===== src/rtl/instruction_fetch.sv =====
// instruction_fetch: owns the architectural PC and issues word fetches over a
// req/ack handshake. Returned words go into a small FIFO whose head is presented
// to decode as {Instr, InstrPC} with a valid/ready handshake. A Redirect from
// execute reloads the PC and flushes the stage.
//
// Optional feature macro: FETCH_MISALIGN_CHECK_EN
//   defined     - a Redirect target with nonzero [1:0] sets a sticky MisalignFault,
//                 parks the fetcher, and loads the PC unmodified.
//   not defined - RedirectPC[1:0] is forced to zero and MisalignFault is absent.
//
// state   | meaning
// --------+--------------------------------------------------------------------
// ST_IDLE | no committed request; issues from PC when the FIFO has space
// ST_REQ  | request to PC is committed and held until IMemAck
// ST_DROP | request to an old address still held; its data is discarded on ack
module instruction_fetch #(
    parameter int unsigned       ADDR_W    = 32,
    parameter int unsigned       INSTR_W   = 32,
    parameter logic [ADDR_W-1:0] RESET_PC  = '0,
    parameter int unsigned       BUF_DEPTH = 2
) (
    input  logic               Clk,
    input  logic               Reset,
    input  logic               Redirect,
    input  logic [ADDR_W-1:0]  RedirectPC,
    output logic               IMemReq,
    output logic [ADDR_W-1:0]  IMemAddr,
    input  logic               IMemAck,
    input  logic [INSTR_W-1:0] IMemData,
    output logic               InstrValid,
    output logic [INSTR_W-1:0] Instr,
    output logic [ADDR_W-1:0]  InstrPC,
    input  logic               DecodeReady
`ifdef FETCH_MISALIGN_CHECK_EN
    ,
    output logic               MisalignFault
`endif
);

    localparam int unsigned PTR_W = (BUF_DEPTH > 1) ? $clog2(BUF_DEPTH) : 1;
    localparam int unsigned CNT_W = PTR_W + 1;
    localparam logic [CNT_W-1:0] DEPTH_C = CNT_W'(BUF_DEPTH);

    typedef enum logic [1:0] {
        ST_IDLE = 2'd0,
        ST_REQ  = 2'd1,
        ST_DROP = 2'd2
    } state_t;

    state_t             state_q, state_d;
    logic [ADDR_W-1:0]  pc_q, pc_d;
    logic [ADDR_W-1:0]  drop_addr_q, drop_addr_d;
    logic [CNT_W-1:0]   count_q, count_d;
    logic [PTR_W-1:0]   wr_ptr_q, wr_ptr_d;
    logic [PTR_W-1:0]   rd_ptr_q, rd_ptr_d;
    logic [INSTR_W-1:0] instr_q, instr_d;
    logic [ADDR_W-1:0]  instr_pc_q, instr_pc_d;

    logic [INSTR_W-1:0] fifo_instr_q [BUF_DEPTH];
    logic [ADDR_W-1:0]  fifo_pc_q    [BUF_DEPTH];

    logic               fault_q, fault_d;
    logic [ADDR_W-1:0]  redir_tgt;
    logic               redir_bad;
    logic               req_c;
    logic [ADDR_W-1:0]  addr_c;
    logic               push;
    logic               pop;
    logic               has_space;
    logic [CNT_W-1:0]   cnt_if_push;
    logic               space_if_push;
    logic [PTR_W-1:0]   rd_ptr_nx;
    state_t             resume_st;

`ifdef FETCH_MISALIGN_CHECK_EN
    assign redir_tgt = RedirectPC;
    assign redir_bad = (RedirectPC[1:0] != 2'b00);

    // Sticky fault: set by a misaligned redirect, cleared by an aligned one.
    always_comb begin
        fault_d = fault_q;
        if (Redirect) begin
            fault_d = redir_bad;
        end
    end

    // Fault flag register.
    always_ff @(posedge Clk) begin
        if (Reset) begin
            fault_q <= 1'b0;
        end else begin
            fault_q <= fault_d;
        end
    end

    assign MisalignFault = fault_q;
`else
    logic [1:0] unused_redir_lsb;
    assign unused_redir_lsb = RedirectPC[1:0];
    assign redir_tgt        = {RedirectPC[ADDR_W-1:2], 2'b00};
    assign redir_bad        = 1'b0;
    assign fault_d          = 1'b0;
    assign fault_q          = 1'b0;
`endif

    assign pop           = (count_q != '0) && DecodeReady;
    assign has_space     = (count_q < DEPTH_C);
    assign cnt_if_push   = count_q + CNT_W'(1) - (pop ? CNT_W'(1) : CNT_W'(0));
    assign space_if_push = (cnt_if_push < DEPTH_C);
    assign rd_ptr_nx     = rd_ptr_q + PTR_W'(1);
    assign resume_st     = fault_d ? ST_IDLE : ST_REQ;

    // Fetch FSM: request issue, PC advance and redirect handling.
    always_comb begin
        state_d     = state_q;
        pc_d        = pc_q;
        drop_addr_d = drop_addr_q;
        req_c       = 1'b0;
        addr_c      = pc_q;
        push        = 1'b0;
        case (state_q)
            ST_IDLE: begin
                if (Redirect) begin
                    pc_d    = redir_tgt;
                    state_d = resume_st;
                end else if (has_space && !fault_q) begin
                    req_c = 1'b1;
                    if (IMemAck) begin
                        push    = 1'b1;
                        pc_d    = pc_q + ADDR_W'(4);
                        state_d = space_if_push ? ST_REQ : ST_IDLE;
                    end else begin
                        state_d = ST_REQ;
                    end
                end
            end
            ST_REQ: begin
                req_c = 1'b1;
                if (IMemAck) begin
                    if (Redirect) begin
                        pc_d    = redir_tgt;
                        state_d = resume_st;
                    end else begin
                        push    = 1'b1;
                        pc_d    = pc_q + ADDR_W'(4);
                        state_d = space_if_push ? ST_REQ : ST_IDLE;
                    end
                end else if (Redirect) begin
                    pc_d        = redir_tgt;
                    drop_addr_d = pc_q;
                    state_d     = ST_DROP;
                end
            end
            ST_DROP: begin
                req_c  = 1'b1;
                addr_c = drop_addr_q;
                if (Redirect) begin
                    pc_d = redir_tgt;
                end
                if (IMemAck) begin
                    state_d = resume_st;
                end
            end
            default: begin
                state_d = ST_IDLE;
            end
        endcase
    end

    // FIFO bookkeeping and registered head output (holds last value when empty).
    always_comb begin
        count_d    = count_q;
        wr_ptr_d   = wr_ptr_q;
        rd_ptr_d   = rd_ptr_q;
        instr_d    = instr_q;
        instr_pc_d = instr_pc_q;
        if (Redirect) begin
            count_d  = '0;
            wr_ptr_d = '0;
            rd_ptr_d = '0;
        end else begin
            if (push) begin
                wr_ptr_d = wr_ptr_q + PTR_W'(1);
            end
            if (pop) begin
                rd_ptr_d = rd_ptr_nx;
            end
            count_d = count_q + (push ? CNT_W'(1) : CNT_W'(0))
                              - (pop  ? CNT_W'(1) : CNT_W'(0));
            if (count_d != '0) begin
                if (pop) begin
                    if (count_q > CNT_W'(1)) begin
                        instr_d    = fifo_instr_q[rd_ptr_nx];
                        instr_pc_d = fifo_pc_q[rd_ptr_nx];
                    end else begin
                        instr_d    = IMemData;
                        instr_pc_d = pc_q;
                    end
                end else if (count_q == '0) begin
                    instr_d    = IMemData;
                    instr_pc_d = pc_q;
                end
            end
        end
    end

    // State, PC and FIFO control registers.
    always_ff @(posedge Clk) begin
        if (Reset) begin
            state_q     <= ST_IDLE;
            pc_q        <= RESET_PC;
            drop_addr_q <= RESET_PC;
            count_q     <= '0;
            wr_ptr_q    <= '0;
            rd_ptr_q    <= '0;
            instr_q     <= '0;
            instr_pc_q  <= '0;
        end else begin
            state_q     <= state_d;
            pc_q        <= pc_d;
            drop_addr_q <= drop_addr_d;
            count_q     <= count_d;
            wr_ptr_q    <= wr_ptr_d;
            rd_ptr_q    <= rd_ptr_d;
            instr_q     <= instr_d;
            instr_pc_q  <= instr_pc_d;
        end
    end

    // FIFO storage; entries need no reset since count gates their use.
    always_ff @(posedge Clk) begin
        if (push && !Reset) begin
            fifo_instr_q[wr_ptr_q] <= IMemData;
            fifo_pc_q[wr_ptr_q]    <= pc_q;
        end
    end

    assign IMemReq    = req_c & ~Reset;
    assign IMemAddr   = addr_c;
    assign InstrValid = (count_q != '0);
    assign Instr      = instr_q;
    assign InstrPC    = instr_pc_q;

endmodule


===== config.mk =====
export PLATFORM = sky130hd
export DESIGN_NAME = instruction_fetch
export DESIGN_NICKNAME = d
export VERILOG_FILES = /design/src/rtl/instruction_fetch.sv
export SDC_FILE = /design/constraint.sdc
export NUM_CORES = 1
export LEC_CHECK = 0
export BUFFER_PORTS_ARGS = -buffer_cell sky130_fd_sc_hd__buf_2
export CORE_UTILIZATION = 45
export CTS_BUF_LIST = sky130_fd_sc_hd__clkbuf_8 sky130_fd_sc_hd__clkbuf_16
export CTS_CLUSTER_DIAMETER = 60
export DETAILED_ROUTE_END_ITERATION = 16
export GPL_ROUTABILITY_DRIVEN = 0
export PLACE_DENSITY_LB_ADDON = 0.08
export SLEW_MARGIN = 20
export SYNTH_ARGS = -nofsm -noshare
export SYNTH_HDL_FRONTEND = slang
export SYNTH_SLANG_ARGS = --single-unit

===== constraint.sdc =====
create_clock -name Clk -period 7.5 [get_ports Clk]
set_input_delay 0.75 -clock Clk [delete_from_list [all_inputs] [get_ports Clk]]
set_output_delay 0.75 -clock Clk [all_outputs]
set_load 0.05 [all_outputs]

==> flow_metrics.env <==
export IMPL_start_util=0.463
export IMPL_cap_violations=0
export IMPL_drt_iter0_markers=704
export IMPL_maxUsedRoutingLayer="met4"
export IMPL_p_total_mw=3.66
export IMPL_critical_path_max_stage_delay_ns=0.73
export IMPL_setup_ws_ns=3.34
export IMPL_ys_seq_area_frac=0.575
export IMPL_dr_pass1_iters=5
export IMPL_vias_per_cell=5.59
export IMPL_hpwl_um=17700
export IMPL_clk_latency_ns=0.55
export IMPL_crit_required_ns=7.96
export IMPL_dieHeight_um=161
export IMPL_wl_met3_um=1760
export IMPL_path_cells="inv_1 > ha_1 > nor2b_1 > o21ai_0 > ha_1 > inv_1 > ha_1 > xnor2_1 > o21ai_0 > a2111oi_4 > buf_4 > o211ai_1 > a21oi_1"
export IMPL_synthesis_area_um2=11400
export IMPL_synth_async_sr_flop_share=0
export IMPL_slowest_stage="buf_4"
export IMPL_crit_cells=13
export IMPL_grt_pass1_wl_um=46000
export IMPL_cts_resized=0
export IMPL_slew_violations=0
export IMPL_htreeDepth=1
export IMPL_cts_hold_buf=0
export IMPL_diodes=0
export IMPL_finish_utilization=0.538
export IMPL_synth_ff_type="dfxtp_1"
export IMPL_synthTopCellsByArea="edfxtp_1 34%, dfxtp_1 24%, nand2_1 7.2%"
export IMPL_die_w_um=161
export IMPL_clock_fmax_mhz=241
export IMPL_detail_route_antenna_nets=0
export IMPL_dp_slack_ns=3.25
export IMPL_slew_headroom=0.305
export IMPL_clk_pin_slew_ns=0.06
export IMPL_cts_sinks=262
export IMPL_ios=167
export IMPL_ir_drop_mv=0.182
export IMPL_period_minus_slack_ns=4.16
export IMPL_finClkSkew_ns=0.0156
export IMPL_setup_worst_path_class="flop to flop"
export IMPL_holdPathStages=1
export IMPL_powerDensity_nw_per_um2=277
export IMPL_antenna_found_initial=0
export IMPL_tightest_slew_ns=1.04
export IMPL_cpMostUsedCell="ha_1"
export IMPL_num_vias=8694
export IMPL_crit_arrival_ns=4.62
export IMPL_syn_area_per_cell_um2=10.4
export IMPL_clk_path_buf_depth=3
export IMPL_wl_met1_um=13500
export IMPL_grtUsageTotal=0.225
export IMPL_synth_net_count=1163
export IMPL_dieArea_um2=25900
export IMPL_syn_inst=1087
export IMPL_p_leak_nw=4.60
export IMPL_mostFrequentLayoutCells="217 x nand2_1, 163 x buf_2, 133 x dfxtp_1, 128 x edfxtp_1, 124 x a21oi_1"
export IMPL_synth_edf_count=128
export IMPL_overflow=0
export IMPL_core_um2=24500
export IMPL_synth_top_area_frac=0.339
export IMPL_synth_top_area_cell="edfxtp_1"
export IMPL_timing_hold_violations_final=0
export IMPL_wl_met2_um=13700
export IMPL_path_max_fanout=64
export IMPL_ys_warn_count=0
export IMPL_setup_tns_ns=0
export IMPL_end_kind="flop"
export IMPL_min_path_type="input port to flop"
export IMPL_crit_family="compound AO/OA/AOI/OAI gates"
export IMPL_wire_per_inst_um=18.9
export IMPL_grt_max_degree=81
export IMPL_post_cts_buffers=0
export IMPL_yosys_cell_types_count=68
export IMPL_grt_pass1_vias=8208
export IMPL_layout_commonest_cell="nand2_1"
export IMPL_syn_to_final_growth_pct=16.3
export IMPL_synth_seq_cells=262
export IMPL_setup_violations=0
export IMPL_start_kind="flop"
export IMPL_routed_wl_um=29300
export IMPL_cts_tree="done"
export IMPL_io_buffers=164
export IMPL_root_buffer="clkbuf_16"
export IMPL_rsz0062_at_grt="false"
export IMPL_cts_buffers=29
export IMPL_period_share=0.554
export IMPL_worst_r2r_path_depth=13
export IMPL_layout_drive_gt1_share=0.213
export IMPL_status="finished, final reports clean"
export IMPL_drcViolationCount=0
export IMPL_crit_buf_inv=3
export IMPL_fin_nets=1284
export IMPL_rows=57
## cell usage after synthesis (5+ instances only)
cell,count
nand3_1,20
and3_1,7
nor4_1,7
o22ai_1,8
dfxtp_1,134
buf_1,11
a31oi_1,6
o21a_1,5
mux2i_1,67
o21ai_0,27
edfxtp_1,128
a21oi_1,124
nand2_1,217
mux2_2,29
nand2b_1,5
inv_1,11
ha_1,7
buf_2,6
nor2_1,19
a22oi_1,8
nor3_1,20
o211ai_1,70
and2_1,6
clkbuf_1,69
nand4_1,8
## flip-flops by register name, indices dropped and copies added (netlist names)
name and count:
drop_addr_q 32, wr_ptr_q 1, pc_q 32, InstrPC 32
fifo_instr_q 64, state_q 2, rd_ptr_q 1, fifo_pc_q 64
Instr 32, count_q 2
## path summary, 6_finish.rpt
check,start,to,slack [ns]
worst min-delay path,IMemData[2],fifo_instr_q[0][2]$_DFFE_PP_,0.41
worst min register to register,InstrPC[0]$_SDFFE_PP0P_,InstrPC[0]$_SDFFE_PP0P_,0.45
worst max register to register,state_q[1]$_SDFFE_PP0P_,InstrPC[15]$_SDFFE_PP0P_,3.34
worst max-delay path,state_q[1]$_SDFFE_PP0P_,InstrPC[15]$_SDFFE_PP0P_,3.34
## kinds of logic (layout without fill, tap and decap cells)
group / count (synthesis) / after routing / share of synthesized area
AOI/OAI and AO/OA: 291 / 291 / 0.164
xor gates and xnor gates: 5 / 5 / 0.00386
DFF: 262 / 262 / 0.575
buffers and inverters: 98 / 242 / 0.0331
muxes: 96 / 96 / 0.0878
and+or+nand+nor: 328 / 328 / 0.128
adders and majority gates: 7 / 7 / 0.00771
## where the power goes
group | switching (mW) | internal, mW
clock | 0.550 | 0.694
combinational | 0.509 | 0.200
sequential | 0.106 | 1.60
total | 1.16 | 2.49
## layout make-up
cell class / count / area, um2
clock inverter: 25 / 106
inverter: 12 / 45.0
multi-input combinational: 727 / 4480
fill: 2309 / 11300
sequential: 262 / 6530
timing repair buffer: 176 / 913
clock buffer: 29 / 726
tap: 324 / 405
## layer usage
metal / up-vias / GRT usage
li1: 4248 / -
met1: 4142 / 0.317
met2: 277 / 0.365
met3: 27 / 0.0398
met4: 0 / 0.0429
met5: - / 0
## metrics by stage
stage | instances | instance area, um2 | hold slack, ns
floorplan | 1087 | 11400 | 0.420
global placement | 1501 | 12400 | 0.438
detailed placement | 1501 | 12400 | 0.445
CTS | 1555 | 13200 | 0.392
global route | 1555 | 13200 | 0.384
finish | 1555 | 13200 | 0.405
No activity file was read; power rests on OpenSTA's default activity.
